<file path="config.mk">
export PLATFORM = sky130hd
export DESIGN_NAME = sym_deframer
export DESIGN_NICKNAME = d
export VERILOG_FILES = /design/src/rtl/sym_deframer.sv
export SDC_FILE = /design/constraint.sdc
export NUM_CORES = 1
export LEC_CHECK = 0
export CAP_MARGIN = 20
export CORE_ASPECT_RATIO = 0.6
export CORE_MARGIN = 1.5
export CORE_UTILIZATION = 45
export DETAILED_ROUTE_END_ITERATION = 12
export PLACE_DENSITY = 0.75
export SLEW_MARGIN = 10
export SYNTH_ARGS = -nofsm -noshare
export SYNTH_HDL_FRONTEND = slang
export SYNTH_SLANG_ARGS = --single-unit
</file>
<file path="constraint.sdc">
create_clock -name clk -period 2.9 [get_ports clk]
set_clock_uncertainty 0.05 [all_clocks]
set_input_delay 0.29 -clock clk [delete_from_list [all_inputs] [get_ports clk]]
set_output_delay 0.29 -clock clk [all_outputs]
set_load 0.01 [all_outputs]
</file>
<file path="src/rtl/sym_deframer.sv">
// rtl/sym_deframer.sv - symbol stream deframer: sync hunt, length header, byte packing
module sym_deframer #(
  parameter int                    SYM_WIDTH  = 2,
  parameter int                    BYTE_WIDTH = 8,
  parameter int                    SYNC_WIDTH = 16,
  parameter logic [SYNC_WIDTH-1:0] SYNC_WORD  = 16'hD391
) (
  input  logic                  clk,
  input  logic                  rst,
  input  logic                  in_valid,
  input  logic [SYM_WIDTH-1:0]  in_data,
  output logic                  in_ready,
  output logic                  out_valid,
  output logic [BYTE_WIDTH-1:0] out_data,
  output logic                  out_last,
  input  logic                  out_ready,
  output logic                  locked,
  output logic                  sync_hit
);
  localparam int SPB = BYTE_WIDTH / SYM_WIDTH;
  localparam int CW  = (SPB > 1) ? $clog2(SPB) : 1;
  localparam logic [CW-1:0] LAST_SYM = CW'(SPB - 1);

  typedef enum logic [1:0] {HUNT, LEN, PAYLOAD} state_t;

  state_t                state;
  logic [SYNC_WIDTH-1:0] sync_sr;
  logic [SYNC_WIDTH-1:0] sync_next;
  logic [BYTE_WIDTH-1:0] pack;
  logic [BYTE_WIDTH-1:0] pack_next;
  logic [BYTE_WIDTH-1:0] byte_cnt;
  logic [CW-1:0]         sym_cnt;
  logic                  sym_done;
  logic                  accept;

  // Only a byte-completing symbol needs a free output register; others always flow.
  always_comb begin
    sync_next = (sync_sr << SYM_WIDTH) | SYNC_WIDTH'(in_data);
    pack_next = (pack << SYM_WIDTH) | BYTE_WIDTH'(in_data);
    sym_done  = (sym_cnt == LAST_SYM);
    in_ready  = !(state == PAYLOAD && sym_done && out_valid && !out_ready);
    accept    = in_valid && in_ready;
  end

  always_ff @(posedge clk) begin
    if (rst) begin
      state     <= HUNT;
      sync_sr   <= '0;
      pack      <= '0;
      sym_cnt   <= '0;
      byte_cnt  <= '0;
      out_valid <= 1'b0;
      out_data  <= '0;
      out_last  <= 1'b0;
      locked    <= 1'b0;
      sync_hit  <= 1'b0;
    end else begin
      sync_hit <= 1'b0;
      if (out_valid && out_ready) begin
        out_valid <= 1'b0;
      end
      if (accept) begin
        case (state)
          HUNT: begin
            if (sync_next == SYNC_WORD) begin
              state    <= LEN;
              locked   <= 1'b1;
              sync_hit <= 1'b1;
              sync_sr  <= '0;
            end else begin
              sync_sr <= sync_next;
            end
          end
          LEN: begin
            if (sym_done) begin
              sym_cnt <= '0;
              pack    <= '0;
              if (pack_next == '0) begin
                state  <= HUNT;
                locked <= 1'b0;
              end else begin
                byte_cnt <= pack_next;
                state    <= PAYLOAD;
              end
            end else begin
              pack    <= pack_next;
              sym_cnt <= sym_cnt + CW'(1);
            end
          end
          PAYLOAD: begin
            if (sym_done) begin
              out_valid <= 1'b1;
              out_data  <= pack_next;
              out_last  <= (byte_cnt == BYTE_WIDTH'(1));
              byte_cnt  <= byte_cnt - BYTE_WIDTH'(1);
              pack      <= '0;
              sym_cnt   <= '0;
              // Hunting resumes while the final byte may still wait on out_ready.
              if (byte_cnt == BYTE_WIDTH'(1)) begin
                state  <= HUNT;
                locked <= 1'b0;
              end
            end else begin
              pack    <= pack_next;
              sym_cnt <= sym_cnt + CW'(1);
            end
          end
          default: begin
            state  <= HUNT;
            locked <= 1'b0;
          end
        endcase
      end
    end
  end
endmodule

</file>
# --- Yosys cells after proc, flatten, opt, wreduce, memory -nomap -nowiden ---
# Cells that the tools add are included.
word_totals:
  ff_bits: 44
  out_inout_bits: 13
classes:
  add_sub_neg: 2
  n_eq_ne: 11
  muxes: 24
  bitwise_logic: 4
  reduce_logical: 18
ops:
  columns: ["cell", "n"]
  rows:
  - ["$mux W8", 3]
  - ["$eq A16 B16 Y1 const B", 1]
  - ["$or A16 B2 Y16", 1]
  - ["$pmux W8 S2", 1]
  - ["$mux W14", 1]
  - ["$mux W2", 6]
  - ["$mux W1", 10]
  - ["$ne A2 B2 Y1 const B", 5]
  - ["$reduce_and A5 Y1", 2]
  - ["$eq A8 B1 Y1 const B", 1]
  - ["$logic_not A8 Y1", 1]
  - ["$or A8 B2 Y8", 1]
  - ["$sub A8 B1 Y8 const B", 1]
  - ["$mux W6", 1]
  - ["$pmux W2 S3", 1]
  - ["$reduce_and A6 Y1", 1]
  - ["$logic_and A1 B1 Y1", 5]
  - ["$eq A2 B2 Y1 const B", 2]
  - ["$reduce_and A2 Y1", 2]
  - ["$pmux W1 S3", 1]
  - ["$reduce_and A3 Y1", 1]
  - ["$reduce_or A3 Y1", 1]
  - ["$add A2 B1 Y2 const B", 1]
  - ["$eq A2 B1 Y1 const B", 1]
  - ["other kinds (6)", 8]

# --- Depth between registers and ports, before layout ---
depth:
  ltp_word: 8
  ltp_mapped: 8
  ltp_nobuf: 6

# --- Worst setup path before layout ---
# No wires, ideal clock.
synth_timing:
  path_type: "reg2reg"
  start: "reg sym_cnt[0]"
  end: "reg byte_cnt[5]"
  arrival_ns: 1.622
  required_time_ns: 2.715
  path_slack_ns: 1.093
  stages_incl_launch_ff: 8
  n_path_buf: 2
  path_cell_list: "dfxtp_1 > ha_1 > clkbuf_2 > nand2_1 > or3b_1 > clkbuf_1 > o311ai_0 > o41ai_1"
synth_via:
  elab_chain_cells: 7
synth_rtl:
  columns: ["element", "line", "source"]
  rows:
  - ["start, declared", "32", "logic [CW-1:0] sym_cnt;"]
  - ["start signal, assigned", "87", "sym_cnt <= sym_cnt + CW'(1);"]
  - ["start signal, assigned", "105", "sym_cnt <= sym_cnt + CW'(1);"]
  - ["$eq A2 B2 Y1 (*)", "40", "sym_done = (sym_cnt == LAST_SYM);"]
  - ["$logic_and A1 B1 Y1 (3 in series)", "41", "in_ready = !(state == PAYLOAD && sym_done && out_valid && !out_ready);"]
  - ["$logic_not A1 Y1", "41", null]
  - ["$logic_and A1 B1 Y1", "42", "accept = in_valid && in_ready;"]
  - ["$reduce_and A5 Y1 (no source line) (*)", null, null]
  - ["end signal, assigned", "82", "byte_cnt <= pack_next;"]
  - ["end signal, assigned", "95", "byte_cnt <= byte_cnt - BYTE_WIDTH'(1);"]
  - ["end, declared", "31", "logic [BYTE_WIDTH-1:0] byte_cnt;"]
# Mark *: on every way between the ends. The rest lies on a longest branch, timed or not.
# A chain may end at the register's enable or synchronous reset.

# --- Worst setup path after layout ---
layout_timing:
  start: "reg state[0]"
  end: "out in_ready"
layout_via:
  elab_chain_cells: 5
layout_rtl:
  columns: ["element", "line", "source"]
  rows:
  - ["start, declared", "26", "state_t state;"]
  - ["start signal, assigned", "47", "state <= HUNT;"]
  - ["start signal, assigned", "66", "state <= LEN;"]
  - ["start signal, assigned", "79", "state <= HUNT;"]
  - ["$eq A2 B2 Y1", "41", null]
  - ["$logic_and A1 B1 Y1 (3 in series)", "41", null]
  - ["$logic_not A1 Y1", "41", null]
  - ["end, declared", "12", "output logic in_ready,"]
# Every way passes these cells.

==> summary.txt <==
Outcome
  – Outcome: finished, final reports clean

Global routing
  – Global-route wire length before repair: 7930 um
  – Vias in the first global route: 1533
  – Antenna violations before repair: 0
  – GRT Util Overall: 0.200
  – GRT overflow: 0
  – Largest net degree at the start of global routing: 47

Synthesis
  – Largest family of logic cells by synthesized area: simple AND/OR/NAND/NOR gates
  – Sequential share of the synthesized area: 0.427
  – Cell area after synthesis: 2060 um^2
  – Syn nets: 250
  – Post-Synth Adder-Cell Area: 0.0364
  – #FFs+latches synth: 44
  – Ys Warns: 0
  – Avg Cell Area, Syn: 8.67 um^2
  – Post-Synth Simple-Gate Area: 0.267
  – Post-synthesis instance total: 238
  – Yosys cell types: 47
  – Post-synth EDFFs: 0
  – Mux cell area share after synthesis: 0.0588
  – Async SR Flop Fraction: 0
  – Primary FF master, synth: dfxtp_1
  – Compound-gate portion of the synthesized area: 0.166
  – Post-synthesis xor/xnor area fraction: 0

Pwr
  – Leak pwr: 0.785 nW
  – PD cells: 434 nW/um^2
  – Worst vdd ir: 223 uV
  – Power Total: 0.00104 W

Clock tree
  – Clk slew on worst S/H paths: 80 ps
  – CTS Buffer Depth: 2
  – Htree depth: 2
  – Post-CTS Resized: 0
  – CTS tree: yes
  – Clk_lat worst skew: 300 ps
  – Number of setup buffers added after CTS: 0
  – CTS sink cnt: 44
  – CTS Buf Count: 5
  – Clock root cell: clkbuf_8
  – CTS hold repair buffers: 0

Critical path
  – WP data arrival: 2060 ps
  – CP Launch Type: flop
  – Worst setup EP type: output pin
  – CP peak stage delay: 550 ps
  – Worst setup startpoint: state[0]$_SDFFE_PP0P_
  – Crit-path slowest cell: clkdlybuf4s50_1
  – Largest delay contributor family on the critical path: buffers and inverters
  – Worst path required time: 2560 ps
  – CP Class: reg -> out
  – Crit path cell chain: inv_1, ha_1, nand4b_1, clkdlybuf4s50_1
  – CP max FO: 15
  – Reg2Reg Launch Point: state[0]$_SDFFE_PP0P_
  – WP buf/inv: 2

Layout
  – Antenna cell count: 0
  – Most common cell after layout, fill and taps aside: dfxtp_1
  – Register area: 881 um^2
  – Most frequent cells in the layout: 44 x dfxtp_1, 33 x nand2_1, 27 x a21oi_1
  – Share of layout cells above drive strength 1: 0.0711
  – Multi-input logic area: 1090 um^2
  – Fin area: 2400 um^2
  – Number of fill cells: 385
  – Fin nets: 264
  – Area growth, synth to finish: 16.1%

Place
  – Routability cong.: 0.892
  – Post-place instance area: 2310 um^2
  – Post-DP HPWL: 3280 um
  – Port Buffers: 18

Timing
  – RSZ-0062 raised after global routing: no
  – Final setup violation count: 0
  – Final worst path period share: 0.826
  – Slew margin rel.: 0.511
  – Final Slew Violations: 0
  – Final TNS setup: 0 ps
  – Post-layout min period: 2400 ps
  – Hold Slack: 419 ps
  – Final hold viol count: 0
  – Worst-Margin Slew: 728 ps
  – Fmax: 0.417 GHz

Floorplanning
  – FP Rows: 18
  – Die height: 55.5 um
  – Die footprint: 5010 um^2
  – Core Box Area: 4260 um^2
  – Chip Width: 90.4 um
  – Initial Utilization: 0.485
  – Ports: 19

Routing
  – DRT Wirelength: 4830 um
  – Drt wl/cell: 15.4 um
  – DRC Markers: 0
  – Final ANT Viol Nets: 0
  – Total vias in the final route: 1806
  – First-pass iteration count of the detailed router: 4
  – Vias per cell: 5.77
  – 1st-iter DRT viols: 145

Min path
  – Worst Hold Class: reg -> reg
  – Hold Crit Start: sync_sr[13]$_SDFFE_PP0P_

Flow run
  – Max Cap Violations: 0
## flip-flops by register name, indices dropped and copies added (netlist names)
| signal | cells |
|---|---|
| sync_sr | 14 |
| out_last | 1 |
| sync_hit | 1 |
| state | 2 |
| byte_cnt | 8 |
| sym_cnt | 2 |
| out_valid | 1 |
| pack | 6 |
| locked | 1 |
| out_data | 8 |
## cells by family (layout without fill, tap and decap cells)
logic type / after synthesis / after routing
and+or+nand+nor: 101 / 101
adders and majority gates: 6 / 6
muxes: 12 / 12
AOI/OAI and AO/OA: 51 / 51
buffers and inverters: 24 / 39
DFF: 44 / 44
## cells in the mapped netlist, types with 2 or more instances
cell,n,area share
a21oi_1,27,0.065
a32o_1,4,0.019
and3_1,2,0.0061
and4b_1,2,0.0097
buf_1,2,0.0036
buf_2,2,0.0049
clkbuf_1,10,0.018
dfxtp_1,44,0.43
ha_1,6,0.036
inv_1,9,0.016
mux2i_1,11,0.053
nand2_1,33,0.060
nand2b_1,3,0.0091
nand3_1,12,0.029
nand4_1,3,0.0091
nand4b_1,6,0.025
nor2_1,19,0.035
nor2b_1,2,0.0061
nor3_1,4,0.0097
nor3b_1,2,0.0073
nor4_1,3,0.0091
o211ai_1,3,0.011
o21ai_0,2,0.0049
o311ai_0,2,0.0085
o31a_1,2,0.0085
o41ai_1,2,0.0085
## power breakdown
group / switching (W) / internal [W]
Clock: 0.000196 / 0.000194
Combinational: 0.0000263 / 0.0000139
Sequential: 0.00000255 / 0.000607
Total: 0.000224 / 0.000815
## path summary, 6_finish.rpt
path                              end  slack (ps)  depth (start not counted)
min reg2reg  sync_sr[13]$_SDFFE_PP0P_         420                          2
min          sync_sr[13]$_SDFFE_PP0P_         420                          2
max reg2reg  out_data[1]$_SDFFE_PP0P_         580                          7
max                          in_ready         500                          4
## layout make-up
class                           count  area share
Sequential cell                    44       0.368
Inverter                            9      0.0141
Multi-Input combinational cell    170       0.456
Clock buffer                        8      0.0376
Timing Repair Buffer               22      0.0930
Tap cell                           60      0.0313
## metal layers
layer | part of all wire | track usage | vias to the layer above | wire length (um)
li1 | - | - | 889 | -
met1 | 0.55 | 0.333 | 840 | 2650
met3 | 0.078 | 0.0496 | 7 | 378
met4 | 0.011 | 0.0703 | 0 | 53
met5 | 0 | 0 | - | 0
met2 | 0.36 | 0.231 | 70 | 1750
## through the flow
stage	utilization	setup WS, ps	instances
finish	0.563	503	313
global route	0.563	354	313
CTS	0.563	506	313
detailed placement	0.542	489	305
global placement	0.542	598	305
floorplan	-	1090	238
## worst register-to-register path, cell delays in order (launching register included)
cell and delay, ps:
dfxtp_1 310, inv_1 90, ha_1 530, inv_1 390, nor3b_2 300, buf_4 250, mux2i_1 230, nor2_1 50
(Power assumes the default switching activity.)
